## src/rtl/mmio_bridge_pkg.sv

```systemverilog
// Shared definitions for mmio_bridge: I/O register offsets, CTRL bit positions
// and the registered read-target encoding.
package mmio_bridge_pkg;

  localparam logic [7:0] MMIO_LED   = 8'h00;
  localparam logic [7:0] MMIO_SEG   = 8'h04;
  localparam logic [7:0] MMIO_SW    = 8'h08;
  localparam logic [7:0] MMIO_CYCLE = 8'h0C;
  localparam logic [7:0] MMIO_LOAD  = 8'h10;
  localparam logic [7:0] MMIO_CTRL  = 8'h14;
  localparam logic [7:0] MMIO_VALUE = 8'h18;

  localparam int CTRL_EN         = 0;
  localparam int CTRL_AUTORELOAD = 1;
  localparam int CTRL_EXPIRED    = 2;

  typedef enum logic [1:0] {
    SEL_NONE = 2'd0,
    SEL_RAM  = 2'd1,
    SEL_IO   = 2'd2
  } sel_e;

endpackage

```

## src/rtl/mmio_bridge_timer.sv

```systemverilog
// mmio_bridge_timer: LOAD/VALUE/CTRL down-counter with sticky expired flag.
// Compiled only when MMIO_TIMER_EN is defined.
`ifdef MMIO_TIMER_EN
module mmio_bridge_timer
  import mmio_bridge_pkg::*;
(
  input  logic        cpuClk,
  input  logic        rst,
  input  logic        load_we,
  input  logic        ctrl_we,
  input  logic [31:0] wdata,
  output logic [31:0] load_out,
  output logic [31:0] value_out,
  output logic [2:0]  ctrl_out,
  output logic        irq
);

  logic [31:0] load_q, load_d;
  logic [31:0] value_q, value_d;
  logic        en_q, en_d;
  logic        ar_q, ar_d;
  logic        expired_q, expired_d;

  always_comb begin
    load_d    = load_q;
    value_d   = value_q;
    en_d      = en_q;
    ar_d      = ar_q;
    expired_d = expired_q;

    // Clear first so a simultaneous expiry below re-sets the flag.
    if (ctrl_we && wdata[CTRL_EXPIRED]) begin
      expired_d = 1'b0;
    end

    if (load_we) begin
      load_d  = wdata;
      value_d = wdata;
    end else if (en_q) begin
      if (value_q > 32'd1) begin
        value_d = value_q - 32'd1;
      end else begin
        expired_d = 1'b1;
        if (ar_q) begin
          value_d = load_q;
        end else begin
          value_d = '0;
          en_d    = 1'b0;
        end
      end
    end

    if (ctrl_we) begin
      en_d = wdata[CTRL_EN];
      ar_d = wdata[CTRL_AUTORELOAD];
    end
  end

  always_ff @(posedge cpuClk or posedge rst) begin
    if (rst) begin
      load_q    <= '0;
      value_q   <= '0;
      en_q      <= 1'b0;
      ar_q      <= 1'b0;
      expired_q <= 1'b0;
    end else begin
      load_q    <= load_d;
      value_q   <= value_d;
      en_q      <= en_d;
      ar_q      <= ar_d;
      expired_q <= expired_d;
    end
  end

  always_comb begin
    ctrl_out                  = '0;
    ctrl_out[CTRL_EN]         = en_q;
    ctrl_out[CTRL_AUTORELOAD] = ar_q;
    ctrl_out[CTRL_EXPIRED]    = expired_q;
  end

  assign load_out  = load_q;
  assign value_out = value_q;
  assign irq       = expired_q;

endmodule
`endif

```

## src/rtl/mmio_bridge.sv

```systemverilog
// mmio_bridge: routes CPU loads/stores to RAM, board I/O registers or the timer.
// Define MMIO_TIMER_EN to build the timer; otherwise offsets 0x10-0x18 are unmapped.
module mmio_bridge
  import mmio_bridge_pkg::*;
#(
  parameter int         RAM_ADDR_BITS  = 12,
  parameter logic [3:0] IO_BASE_NIBBLE = 4'hF,
  parameter int         SW_WIDTH       = 16
) (
  input  logic                cpuClk,
  input  logic                rst,
  input  logic [31:0]         cpuAddress,
  input  logic                cpuMemRead,
  input  logic                cpuMemWrite,
  input  logic [31:0]         cpuWriteData,
  output logic [31:0]         cpuReadData,
  output logic [31:0]         ramAddress,
  output logic                ramReadEnable,
  output logic                ramWriteEnable,
  output logic [31:0]         ramWriteData,
  input  logic [31:0]         ramReadData,
  input  logic [SW_WIDTH-1:0] sw,
  output logic [7:0]          ledOut,
  output logic [31:0]         segOut,
  output logic                timerIrq,
  output logic                busError
);

  logic        ram_sel, io_sel, io_hit, unmapped;
  logic        led_we, seg_we;
  logic [31:0] io_rdata;

  logic [7:0]          led_q, led_d;
  logic [31:0]         seg_q, seg_d;
  logic [31:0]         cycle_q, cycle_d;
  logic [31:0]         io_rdata_q, io_rdata_d;
  logic [SW_WIDTH-1:0] sw_meta_q, sw_meta_d;
  logic [SW_WIDTH-1:0] sw_sync_q, sw_sync_d;
  sel_e                sel_q, sel_d;
  logic                bus_error_q, bus_error_d;

`ifdef MMIO_TIMER_EN
  logic        load_we, ctrl_we, timer_irq;
  logic [31:0] timer_load, timer_value;
  logic [2:0]  timer_ctrl;
`endif

  // Address decode; bits [27:8] of an I/O address are don't-care.
  always_comb begin
    ram_sel  = (cpuAddress[31:RAM_ADDR_BITS] == '0);
    io_hit   = 1'b0;
    io_rdata = '0;
    case (cpuAddress[7:2])
      MMIO_LED[7:2]:   begin io_hit = 1'b1; io_rdata = {24'b0, led_q}; end
      MMIO_SEG[7:2]:   begin io_hit = 1'b1; io_rdata = seg_q; end
      MMIO_SW[7:2]:    begin io_hit = 1'b1; io_rdata = 32'(sw_sync_q); end
      MMIO_CYCLE[7:2]: begin io_hit = 1'b1; io_rdata = cycle_q; end
`ifdef MMIO_TIMER_EN
      MMIO_LOAD[7:2]:  begin io_hit = 1'b1; io_rdata = timer_load; end
      MMIO_CTRL[7:2]:  begin io_hit = 1'b1; io_rdata = 32'(timer_ctrl); end
      MMIO_VALUE[7:2]: begin io_hit = 1'b1; io_rdata = timer_value; end
`endif
      default: ;
    endcase
    io_sel   = !ram_sel && (cpuAddress[31:28] == IO_BASE_NIBBLE) && io_hit;
    unmapped = (cpuMemRead || cpuMemWrite) && !ram_sel && !io_sel;
    led_we   = cpuMemWrite && io_sel && (cpuAddress[7:2] == MMIO_LED[7:2]);
    seg_we   = cpuMemWrite && io_sel && (cpuAddress[7:2] == MMIO_SEG[7:2]);
  end

  always_comb begin
    led_d       = led_we ? cpuWriteData[7:0] : led_q;
    seg_d       = seg_we ? cpuWriteData : seg_q;
    cycle_d     = cycle_q + 32'd1;
    sw_meta_d   = sw;
    sw_sync_d   = sw_meta_q;
    bus_error_d = bus_error_q || unmapped;
    sel_d       = sel_q;
    io_rdata_d  = io_rdata_q;
    // Target and I/O data are captured on the read strobe and held until the next one.
    if (cpuMemRead) begin
      io_rdata_d = io_sel ? io_rdata : '0;
      if (ram_sel)     sel_d = SEL_RAM;
      else if (io_sel) sel_d = SEL_IO;
      else             sel_d = SEL_NONE;
    end
  end

  always_ff @(posedge cpuClk or posedge rst) begin
    if (rst) begin
      led_q       <= '0;
      seg_q       <= '0;
      cycle_q     <= '0;
      sw_meta_q   <= '0;
      sw_sync_q   <= '0;
      bus_error_q <= 1'b0;
      sel_q       <= SEL_NONE;
      io_rdata_q  <= '0;
    end else begin
      led_q       <= led_d;
      seg_q       <= seg_d;
      cycle_q     <= cycle_d;
      sw_meta_q   <= sw_meta_d;
      sw_sync_q   <= sw_sync_d;
      bus_error_q <= bus_error_d;
      sel_q       <= sel_d;
      io_rdata_q  <= io_rdata_d;
    end
  end

  always_comb begin
    case (sel_q)
      SEL_RAM: cpuReadData = ramReadData;
      SEL_IO:  cpuReadData = io_rdata_q;
      default: cpuReadData = '0;
    endcase
  end

  assign ramAddress     = cpuAddress;
  assign ramWriteData   = cpuWriteData;
  assign ramReadEnable  = cpuMemRead && ram_sel;
  assign ramWriteEnable = cpuMemWrite && ram_sel;
  assign ledOut         = led_q;
  assign segOut         = seg_q;
  assign busError       = bus_error_q;

`ifdef MMIO_TIMER_EN
  assign load_we = cpuMemWrite && io_sel && (cpuAddress[7:2] == MMIO_LOAD[7:2]);
  assign ctrl_we = cpuMemWrite && io_sel && (cpuAddress[7:2] == MMIO_CTRL[7:2]);

  mmio_bridge_timer u_timer (
    .cpuClk    (cpuClk),
    .rst       (rst),
    .load_we   (load_we),
    .ctrl_we   (ctrl_we),
    .wdata     (cpuWriteData),
    .load_out  (timer_load),
    .value_out (timer_value),
    .ctrl_out  (timer_ctrl),
    .irq       (timer_irq)
  );

  assign timerIrq = timer_irq;
`else
  assign timerIrq = 1'b0;
`endif

endmodule

```

## config.mk

```make
export PLATFORM = sky130hd
export DESIGN_NAME = mmio_bridge
export DESIGN_NICKNAME = d
export VERILOG_FILES = /design/src/rtl/mmio_bridge_pkg.sv /design/src/rtl/mmio_bridge_timer.sv /design/src/rtl/mmio_bridge.sv
export SDC_FILE = /design/constraint.sdc
export NUM_CORES = 1
export LEC_CHECK = 0
export BUFFER_PORTS_ARGS = -buffer_cell sky130_fd_sc_hd__buf_4
export CAP_MARGIN = 10
export CORE_MARGIN = 3
export CORE_UTILIZATION = 49
export CTS_CLUSTER_SIZE = 25
export DETAILED_ROUTE_END_ITERATION = 10
export PLACE_DENSITY = 0.85
export SLEW_MARGIN = 15
export SYNTH_ARGS = -nofsm -noshare
export SYNTH_HDL_FRONTEND = slang
export SYNTH_SLANG_ARGS = --single-unit
export TNS_END_PERCENT = 20
```

## constraint.sdc

```tcl
create_clock -name cpuClk -period 4.9 [get_ports cpuClk]
set_input_delay 0 -clock cpuClk [delete_from_list [all_inputs] [get_ports cpuClk]]
set_output_delay 0 -clock cpuClk [all_outputs]
set_load 0.02 [all_outputs]
```

Yosys cells after proc, flatten, opt, wreduce, memory -nomap -nowiden

Cells that the tools add are included.
Widths: inputs -> output; s select.

Register bits after elaboration: 139
Output and inout port bits: 140
Word-level logic and storage cells: 37

Add/sub/neg operators: 1
Eq/ne operators: 6
Mux-type cells: 6
Reduce and logical (&&, ||, !) cells: 16

Operator list:

| cell                  | number |
|---|---|
| $pmux 32 s4           | 1 |
| $pmux 32 s2           | 1 |
| $add 32x1->32 const B | 1 |
| $mux 32               | 1 |
| $logic_not 20->1      | 1 |
| $eq 6x2->1 const B    | 2 |
| $logic_and 1x1->1     | 9 |
| $eq 6x1->1 const B    | 1 |
| $logic_not 6->1       | 1 |
| $eq 4x4->1 const B    | 1 |
| $mux 2                | 2 |
| $reduce_or 4->1       | 1 |
| $eq 2x1->1 const B    | 1 |
| $eq 2x2->1 const B    | 1 |
| $logic_not 1->1       | 2 |
| $logic_or 1x1->1      | 2 |
| $mux 1                | 1 |

Depth between registers and ports, before layout

Gate-level depths: netlist of run 1.

Depth after elaboration: 7
Depth in mapped cells: 5
Gate-level depth less buffers: 5

Worst setup path after synthesis of run 1

OpenSTA, ideal clock, no wires.

Path type: register -> register
Start: register cycle_q[6]
End: register cycle_q[24]
Setup time: 123 ps
Arrival: 1504 ps
Setup slack: 3273 ps
Stages on the path, launching flop included: 5
Buffers on the path: 0
Clock period less this slack: 1627 ps
Path through: dfrtp_1 > nand3_1 > nor4_2 > nand4_1 > xnor2_1

Longest elaborated chain between the ends: 1

Ends and longest elaborated chain:

| item                     | RTL line           | source |
|---|---|---|
| start: declaration       | mmio_bridge.sv:35  | `logic [31:0] cycle_q, cycle_d;` |
| start signal: assignment | mmio_bridge.sv:102 | `cycle_q <= cycle_d;` |
| $add 32x1->32            | mmio_bridge.sv:74  | `cycle_d = cycle_q + 32'd1;` |
| named net cycle_d[24]    | mmio_bridge.sv:35  |  |

The timed path passes the listed nets, and every way through them passes these cells.
A chain may end at the register's enable or synchronous reset.

Worst setup path in the final report of run 1

Start: register sel_q[1]
End: output cpuReadData[14]

Longest elaborated chain between the ends: 2

Ends and longest elaborated chain:

| item                                     | RTL line           | source |
|---|---|---|
| start: declaration                       | mmio_bridge.sv:39  | `sel_e sel_q, sel_d;` |
| start signal: assignment                 | mmio_bridge.sv:106 | `sel_q <= sel_d;` |
| $eq 2x2->1 or $eq 2x1->1 (tied branches) | mmio_bridge.sv:112 | `case (sel_q)` |
| $pmux 32 s2 (*)                          | mmio_bridge.sv:112 |  |
| end: declaration                         | mmio_bridge.sv:16  | `output logic [31:0] cpuReadData,` |

Mark *: on every way between the ends. The rest lies on a longest branch, timed or not.

==> key figures, run 1 <==
Status
  – Status: completed

Final layout
  – Non-filler cells, final: 966
  – Synthesis-to-layout area growth: 38.1%
  – Final nets: 900
  – Non-Filler Cell Area, Final: 9180 µm²
  – Share of cells above drive strength 1: 42.9%
  – N_diodes: 0

Setup path
  – Crit Path Category: register to output pin
  – CP startpoint kind: register
  – Element type at the critical path end: output pin
  – Top fanout value on the critical path: 22
  – Top cell by count, worst path: buf_4
  – Critical path buffers and inverters: 3
  – Cell family with most CP delay: buffers and inverters
  – Critical-path cell with the highest stage delay: ha_1
  – CP cell instances: inv_1, ha_1, buf_4, a22oi_1, nor2_1, buf_4
  – CP max stage delay: 430 ps
  – Crit path DAT: 2150 ps
  – CP required: 4900 ps

Drt
  – Via/cell ratio: 5.27
  – DR WL met3: 1010 µm
  – Detailed Route Iter0 Violations: 396
  – Drt drc: 0
  – Antenna-violating nets left: 0
  – DRT Wirelength: 17900 µm
  – Uppermost routed layer: met4
  – DR WL/cell: 18.6 µm
  – Met1 WL: 6770 µm
  – Routed met2 length: 9750 µm
  – Via count: 5094
  – Initial DRT Pass Iterations: 5

Synthesis
  – EDFF count, synth: 0
  – Synthesis-stage register bit count: 139
  – Largest area contributor in the netlist: dfrtp_1
  – Netlist Area Pre-Place: 6650 µm²
  – Yosys cell types: 36
  – Mapped Avg Cell Area: 11.8 µm²
  – Post-synthesis sequential area ratio: 52.3%
  – Synth top area share: 52.3%
  – Asr flop ratio synth: 100%
  – Top post-synthesis cells by area: dfrtp_1 (52%), buf_4 (7.5%), mux2_4 (6.8%)
  – Yosys warning total: 0
  – Syn_nets: 681
  – Synth Instances: 562
  – Top FF cell, synth: dfrtp_1

Clocking
  – Post-CTS Resized: 0
  – Worst skew pair latency: 410 ps
  – Clock transition at path regs: 60 ps
  – Root Driver: clkbuf_16
  – Num CTS Buffers: 17
  – H-tree levels: 4
  – Clk buf depth: 2
  – Num Clock Sinks: 139
  – Post-CTS Hold Fix Bufs: 50
  – Setup bufs post-CTS: 0
  – CTS tree: yes

STA
  – Tightest hold margin: 0.0121 ps
  – Setup violators final: 0
  – Slew Limit Headroom: 35.3%
  – Hold Fails Final Rpt: 0
  – Clock period minus worst slack: 2150 ps
  – Least-Margin Pin Slew: 963 ps
  – Final period util: 43.9%
  – Setup TNS: 0 ps
  – Max Freq: 465 MHz
  – RSZ-0062 raised after global routing: false
  – Slew Limit Fails: 0
  – Worst Skew: 7.05 ps

Floorplan
  – Top-level port count: 256
  – Starting Density: 51.4%
  – Total Die Area: 15000 µm²
  – DIE HEIGHT: 122 µm
  – Core area: 12900 µm²
  – Row count: 41
  – Die width: 122 µm

Placement
  – DP HPWL: 11800 µm
  – GP Congestion: 0.831
  – Count of input and output buffers: 242
  – Placed cells: 884
  – Placed cell area: 8070 µm²

Power and ir drop
  – Final Total Pwr: 2.75 mW
  – Pwr dens: 299 nW/µm²
  – Leak pwr: 4.44 nW
  – Worst VDD drop: 0.000358 V

Global routing
  – Pin count of the biggest net entering global routing: 79
  – Number of global-route vias before repair: 5362
  – Grt total ovfl: 0
  – Global-route wire length before repair: 27700 µm
  – GRT Resource Usage Total: 24.0%
  – Initial antenna violation count: 0

Worst hold path
  – Worst Hold Class: input pin to output pin

Run
  – Max_cap viols: 0
where the power goes:
part | switching, mW | internal, mW
sequential | 0.00908 | 1.17
clock | 0.515 | 0.790
combinational | 0.128 | 0.139
total | 0.652 | 2.10
synthesized netlist by cell type, types with 2 or more instances:
master,n
nor2_1,39
clkbuf_1,20
and3_1,5
a22oi_1,40
ha_1,3
nand3_1,18
xor2_1,7
nand4_1,10
xnor2_1,23
mux2_4,30
and2_1,6
nor4_1,6
buf_1,2
mux2_2,19
buf_6,3
o22ai_1,32
buf_4,66
dfrtp_1,139
and4_1,2
inv_1,46
nand2_1,7
buf_2,3
mux2i_1,16
mux4_2,8
path summary, 6_finish.rpt:
| path | end | slack [ps] | startpoint | cells after the start |
|---|---|---|---|---|
| worst max register to register | cycle_q[30]$_DFF_PP0_ | 2790 | cycle_q[6]$_DFF_PP0_ | 4 |
| worst min-delay path | ramAddress[11] | 0.01 | cpuAddress[11] | 0 |
| worst max-delay path | cpuReadData[14] | 2750 | sel_q[1]$_DFFE_PP0P_ | 6 |
| worst min register to register | sw_sync_q[6]$_DFF_PP0_ | 350 | sw_meta_q[6]$_DFF_PP0_ | 0 |
| min in group asynchronous | sw_meta_q[15]$_DFF_PP0_ | 200 | rst | 3 |
| max in group asynchronous | sw_sync_q[3]$_DFF_PP0_ | 3360 | rst | 4 |
worst reg2reg max path: cells and delay by family (launching register included):
family	cells	cell delay (ps)
AND/OR/NAND/NOR	3	1380
XOR/XNOR	1	180
flip-flops	1	430
layout make-up:
class                      count  area [µm²]
timing repair buffer         294        2330
sequential                   139        3480
clock inverter                13         154
fill                         857        3740
inverter                      46         178
multi-input combinational    283        2370
clock buffer                  19         453
tap                          172         215
sequential cells by signal, indices dropped and copies added (netlist names):
register    cells
busError        1
cycle_q        32
io_rdata_q     32
ledOut          8
segOut         32
sel_q           2
sw_meta_q      16
sw_sync_q      16
through the flow:
stage                     util, %  setup WS (ps)
after detailed placement     62.4           2580
after global placement       62.4           2690
after CTS                    71.0           2400
after floorplan                 -           1180
after global routing         71.0           2600
final                        71.0           2750
kinds of logic after synthesis:
kind of cell               Yosys count  share of synthesized area (%)
AOI/OAI and AO/OA                   74                           7.72
xor gates and xnor gates            30                           3.95
adders and majority gates            3                          0.565
buffers and inverters              140                           12.0
DFF                                139                           52.3
muxes                               73                           15.1
other                                1                         0.0564
and+or+nand+nor                    102                           8.24
cells in the final DEF, fill, tap and decap left out, types with 8 or more instances in the layout:
cell type and instances:
mux4_2 8, a22oi_1 40, xnor2_1 23, nand4_1 10, nand3_1 18, clkbuf_16 17, dfrtp_1 139, buf_4 244
dlygate4sd3_1 50, nor2_1 39, inv_1 45, mux2_2 19, mux2_4 30, mux2i_1 16, o22ai_1 32
layer usage:
| metal | vias up | GRT usage, % |
|---|---|---|
| met5 | - | 0 |
| met2 | 191 | 43.0 |
| met4 | 0 | 10.4 |
| met1 | 2534 | 28.1 |
| met3 | 41 | 4.24 |
| li1 | 2328 | - |
No activity file was read; power rests on OpenSTA's default activity.
==> inputs of run 2 (changes only) <==
Clock period 4.9 ns to 2.2 ns, I/O delays scaled along.
==> key figures, run 2 (synthesized netlist as in run 1, its figures left out) <==
Status
  – Status: completed

Drt
  – Detailed Route Iter0 Violations: 374
  – Antenna-violating nets left: 0
  – Via count: 5247
  – DR WL/cell: 18.9 µm
  – Via/cell ratio: 5.37
  – Initial DRT Pass Iterations: 5
  – DRT Wirelength: 18500 µm
  – Drt drc: 0

Setup path
  – Crit path DAT: 1920 ps
  – Top cell by count, worst path: buf_4
  – Register-to-Register Path Depth: 6
  – Top fanout value on the critical path: 12
  – CP required: 2200 ps
  – Crit Path Category: register to output pin
  – CP cell instances: inv_1, ha_1, buf_4, nor2_1, buf_4
  – Critical-path cell with the highest stage delay: ha_1
  – Worst reg2reg setup slack: 570 ps
  – Cell family with most CP delay: adder cells
  – Crit path depth: 5
  – CP max stage delay: 560 ps
  – RR Startpoint: cycle_q[0]$_DFF_PP0_
  – Reg2Reg Capture Point: cycle_q[30]$_DFF_PP0_
  – Element type at the critical path end: output pin
  – CP startpoint kind: register
  – Critical path buffers and inverters: 3

Clocking
  – Root Driver: clkbuf_16
  – Post-CTS Hold Fix Bufs: 50
  – Clock transition at path regs: 50 ps
  – Clk buf depth: 2
  – H-tree levels: 4
  – Setup bufs post-CTS: 0
  – Post-CTS Resized: 0
  – Worst skew pair latency: 420 ps
  – Num CTS Buffers: 17
  – Num Clock Sinks: 139
  – CTS tree: yes

Final layout
  – Share of cells above drive strength 1: 43.5%
  – N_diodes: 0
  – Non-Filler Cell Area, Final: 9270 µm²
  – Multi-input logic area: 2370 µm²
  – Filler cell count: 874
  – Synthesis-to-layout area growth: 39.4%
  – Most frequent cells in the layout: buf_4 (254), dfrtp_1 (139), dlygate4sd3_1 (50)
  – Final nets: 911
  – Register Area: 3480 µm²
  – Most common cell after layout, fill and taps aside: buf_4

Global routing
  – Pin count of the biggest net entering global routing: 140
  – Grt total ovfl: 0
  – GRT Resource Usage Total: 25.3%
  – Initial antenna violation count: 0
  – Number of global-route vias before repair: 5563
  – Global-route wire length before repair: 29100 µm

STA
  – Final period util: 87.2%
  – Slew Limit Fails: 0
  – RSZ-0062 raised after global routing: false
  – Max Freq: 521 MHz
  – Tightest hold margin: 0.0122 ps
  – Worst Skew: 7.43 ps
  – Hold Fails Final Rpt: 0
  – Setup TNS: 0 ps
  – Clock period minus worst slack: 1920 ps
  – Least-Margin Pin Slew: 785 ps
  – Setup violators final: 0
  – Slew Limit Headroom: 47.6%

Floorplan
  – Core area: 12900 µm²
  – Row count: 41
  – Starting Density: 51.4%
  – Total Die Area: 15000 µm²
  – DIE HEIGHT: 122 µm
  – Top-level port count: 256
  – Die width: 122 µm

Worst hold path
  – Worst Hold Class: input pin to output pin
  – Worst Min Path Start: cpuAddress[1]
  – Cell depth of the worst min-delay path: 0
  – Worst Hold End: ramAddress[1]

Power and ir drop
  – Pwr dens: 654 nW/µm²
  – Worst VDD drop: 0.000649 V
  – Leak pwr: 4.50 nW

Run
  – Max_cap viols: 0

Placement
  – Placed cell area: 8170 µm²
  – Count of input and output buffers: 242
  – DP HPWL: 12400 µm
  – GP Congestion: 0.790
run 2: worst max path at each step:
stage	start	end	slack, ps
global placement	cpuAddress[5]	segOut[11]$_DFFE_PP0P_	440
detailed placement	cpuAddress[5]	segOut[17]$_DFFE_PP0P_	380
floorplan	rst	busError$_DFF_PP0_	460
CTS	sel_q[0]$_DFFE_PP0P_	cpuReadData[21]	250
global route	sel_q[0]$_DFFE_PP0P_	cpuReadData[27]	180
finish	sel_q[0]$_DFFE_PP0P_	cpuReadData[27]	280
run 2: metrics by stage:
step	util, %	instances	total power, mW	setup slack, ps
finish	71.7	977	6.06	281
global route	71.7	977	6.28	177
CTS	71.7	977	6.10	254
detailed placement	63.2	895	3.19	377
global placement	63.2	895	3.18	438
floorplan	-	562	2.97	465
run 2: report_power, final:
part           switching [mW]  internal, mW
clock network            1.06          1.78
logic                   0.289         0.314
registers              0.0196          2.60
run 2: layout make-up:
class	instances	share of cell area, %
Multi-Input combinational cell	283	25.6
Tap cell	172	2.32
Clock buffer	22	5.23
Clock inverter	10	1.23
Sequential cell	139	37.5
Timing Repair Buffer	305	26.2
Inverter	46	1.90
run 2: layer usage:
layer	up-vias	global-route usage (%)	routed length [µm]
met3	61	6.22	1070
met5	-	0	0
met4	0	11.5	688
met1	2618	28.8	6890
met2	223	44.8	9840
li1	2345	-	-
==> inputs of run 3 (changes only) <==
Settings changed: PLACE_DENSITY 0.85 to 0.8.
==> key figures, run 3 (synthesized netlist as in run 1, its figures left out) <==
Setup path
  – Reg2Reg Capture Point: cycle_q[31]$_DFF_PP0_
  – Critical path buffers and inverters: 3
  – RR Startpoint: cycle_q[6]$_DFF_PP0_
  – Critical-path cell with the highest stage delay: ha_1
  – CP max stage delay: 440 ps
  – Crit path DAT: 1990 ps
  – CP startpoint kind: register
  – Top fanout value on the critical path: 24
  – Crit Path Category: register to output pin
  – CP required: 2200 ps
  – Cell family with most CP delay: buffers and inverters
  – CP cell instances: inv_1, ha_1, buf_12, a22oi_1, nor2_1, buf_4
  – Register-to-Register Path Depth: 4
  – Element type at the critical path end: output pin
  – Worst reg2reg setup slack: 430 ps

Power and ir drop
  – Switching part of the total: 23.4%
  – Pwr dens: 646 nW/µm²
  – Worst VDD drop: 0.000566 V
  – Flop pwr share: 43.8%
  – Internal: 4.58 mW
  – Clk pwr share: 46.2%
  – Final Total Pwr: 5.98 mW
  – Combinational share of power: 10.1%
  – Sw Pwr: 1.40 mW
  – Leak pwr: 4.49 nW

Drt
  – DRT Wirelength: 17700 µm
  – Met1 WL: 6940 µm
  – Via count: 5153
  – Routed met2 length: 9420 µm
  – Via/cell ratio: 5.29
  – Antenna-violating nets left: 0
  – Initial DRT Pass Iterations: 5
  – DR WL met3: 969 µm
  – DR WL/cell: 18.2 µm
  – Uppermost routed layer: met4
  – Drt drc: 0
  – Detailed Route Iter0 Violations: 467

Run
  – Max_cap viols: 0

Final layout
  – Most common cell after layout, fill and taps aside: buf_4
  – N_diodes: 0
  – Share of cells above drive strength 1: 43.3%
  – Fin util: 71.7%
  – Non-Filler Cell Area, Final: 9270 µm²
  – Synthesis-to-layout area growth: 39.4%
  – Final nets: 909
  – Most frequent cells in the layout: buf_4 (249), dfrtp_1 (139), dlygate4sd3_1 (50)

Clocking
  – Clk buf depth: 2
  – CTS tree: yes
  – Worst skew pair latency: 420 ps
  – Num CTS Buffers: 17
  – Root Driver: clkbuf_16
  – Num Clock Sinks: 139
  – Clock transition at path regs: 60 ps
  – H-tree levels: 4

Floorplan
  – Starting Density: 51.4%
  – Row count: 41
  – Core area: 12900 µm²
  – Total Die Area: 15000 µm²
  – Die width: 122 µm
  – Top-level port count: 256
  – DIE HEIGHT: 122 µm

STA
  – RSZ-0062 raised after global routing: false
  – Hold Fails Final Rpt: 0
  – Worst Skew: 7.66 ps
  – Slew Limit Fails: 0
  – Clock period minus worst slack: 1990 ps
  – Least-Margin Pin Slew: 657 ps
  – Final WS setup: 212 ps
  – Setup TNS: 0 ps
  – Setup violators final: 0
  – Final period util: 90.4%
  – Max Freq: 503 MHz
  – Slew Limit Headroom: 55.9%

Worst hold path
  – Cell depth of the worst min-delay path: 0
  – Worst Min Path Start: cpuAddress[1]
  – Worst Hold Class: input pin to output pin
  – Worst Hold End: ramAddress[1]

Placement
  – DP HPWL: 12200 µm
  – Placed cell area: 8190 µm²
  – GP Congestion: 0.872
  – Count of input and output buffers: 242
  – Place WS: 397 ps

Global routing
  – Number of global-route vias before repair: 5392
  – GRT Resource Usage Total: 24.2%
  – Initial antenna violation count: 0
  – Pin count of the biggest net entering global routing: 77
  – Global-route wire length before repair: 27900 µm
  – Grt total ovfl: 0

Status
  – Status: completed
run 3: timing repair:
item / 4_1_cts / 5_1_grt
hold endpoints to repair: 81 / 0
buffers inserted: 0 / 0
gates resized for setup: 0 / 0
hold buffers: 50 / 0
run 3: cell type report:
type / instances / area [µm²]
timing repair buffer: 303 / 2450
tap: 172 / 215
sequential: 139 / 3480
multi-input combinational: 283 / 2370
clock inverter: 14 / 146
inverter: 46 / 176
fill: 900 / 3660
clock buffer: 18 / 429
run 3: how the worst max path moves through the flow:
stage / cells past startpoint / slack [ps] / end / from
global route: 5 / 100 / cpuReadData[26] / sel_q[0]$_DFFE_PP0P_
finish: 6 / 210 / cpuReadData[9] / sel_q[1]$_DFFE_PP0P_
global placement: 6 / 440 / segOut[16]$_DFFE_PP0P_ / cpuAddress[5]
detailed placement: 6 / 400 / segOut[18]$_DFFE_PP0P_ / cpuAddress[5]
CTS: 5 / 190 / cpuReadData[26] / sel_q[0]$_DFFE_PP0P_
floorplan: 1 / 460 / busError$_DFF_PP0_ / rst
run 3: routing by layer:
layer	vias up	global-route usage (%)
li1	2347	-
met1	2588	29.7
met2	182	41.9
met3	36	5.25
met4	0	9.10
met5	-	0
run 3: metrics by stage:
stage                     std cells  hold WS [ps]
after global routing            975        0.0504
after CTS                       975         0.236
after detailed placement        893         0.236
after floorplan                 562          31.4
final                           975       0.00777
after global placement          893         0.236
run 3: power groups by stage:
stage	sequential [mW]	clock, mW	combinational (mW)
final	2.62	2.76	0.602
after global routing	2.62	2.92	0.642
after CTS	2.62	2.81	0.603
after detailed placement	2.66	0	0.531
after global placement	2.66	0	0.521
after floorplan	2.67	0	0.298
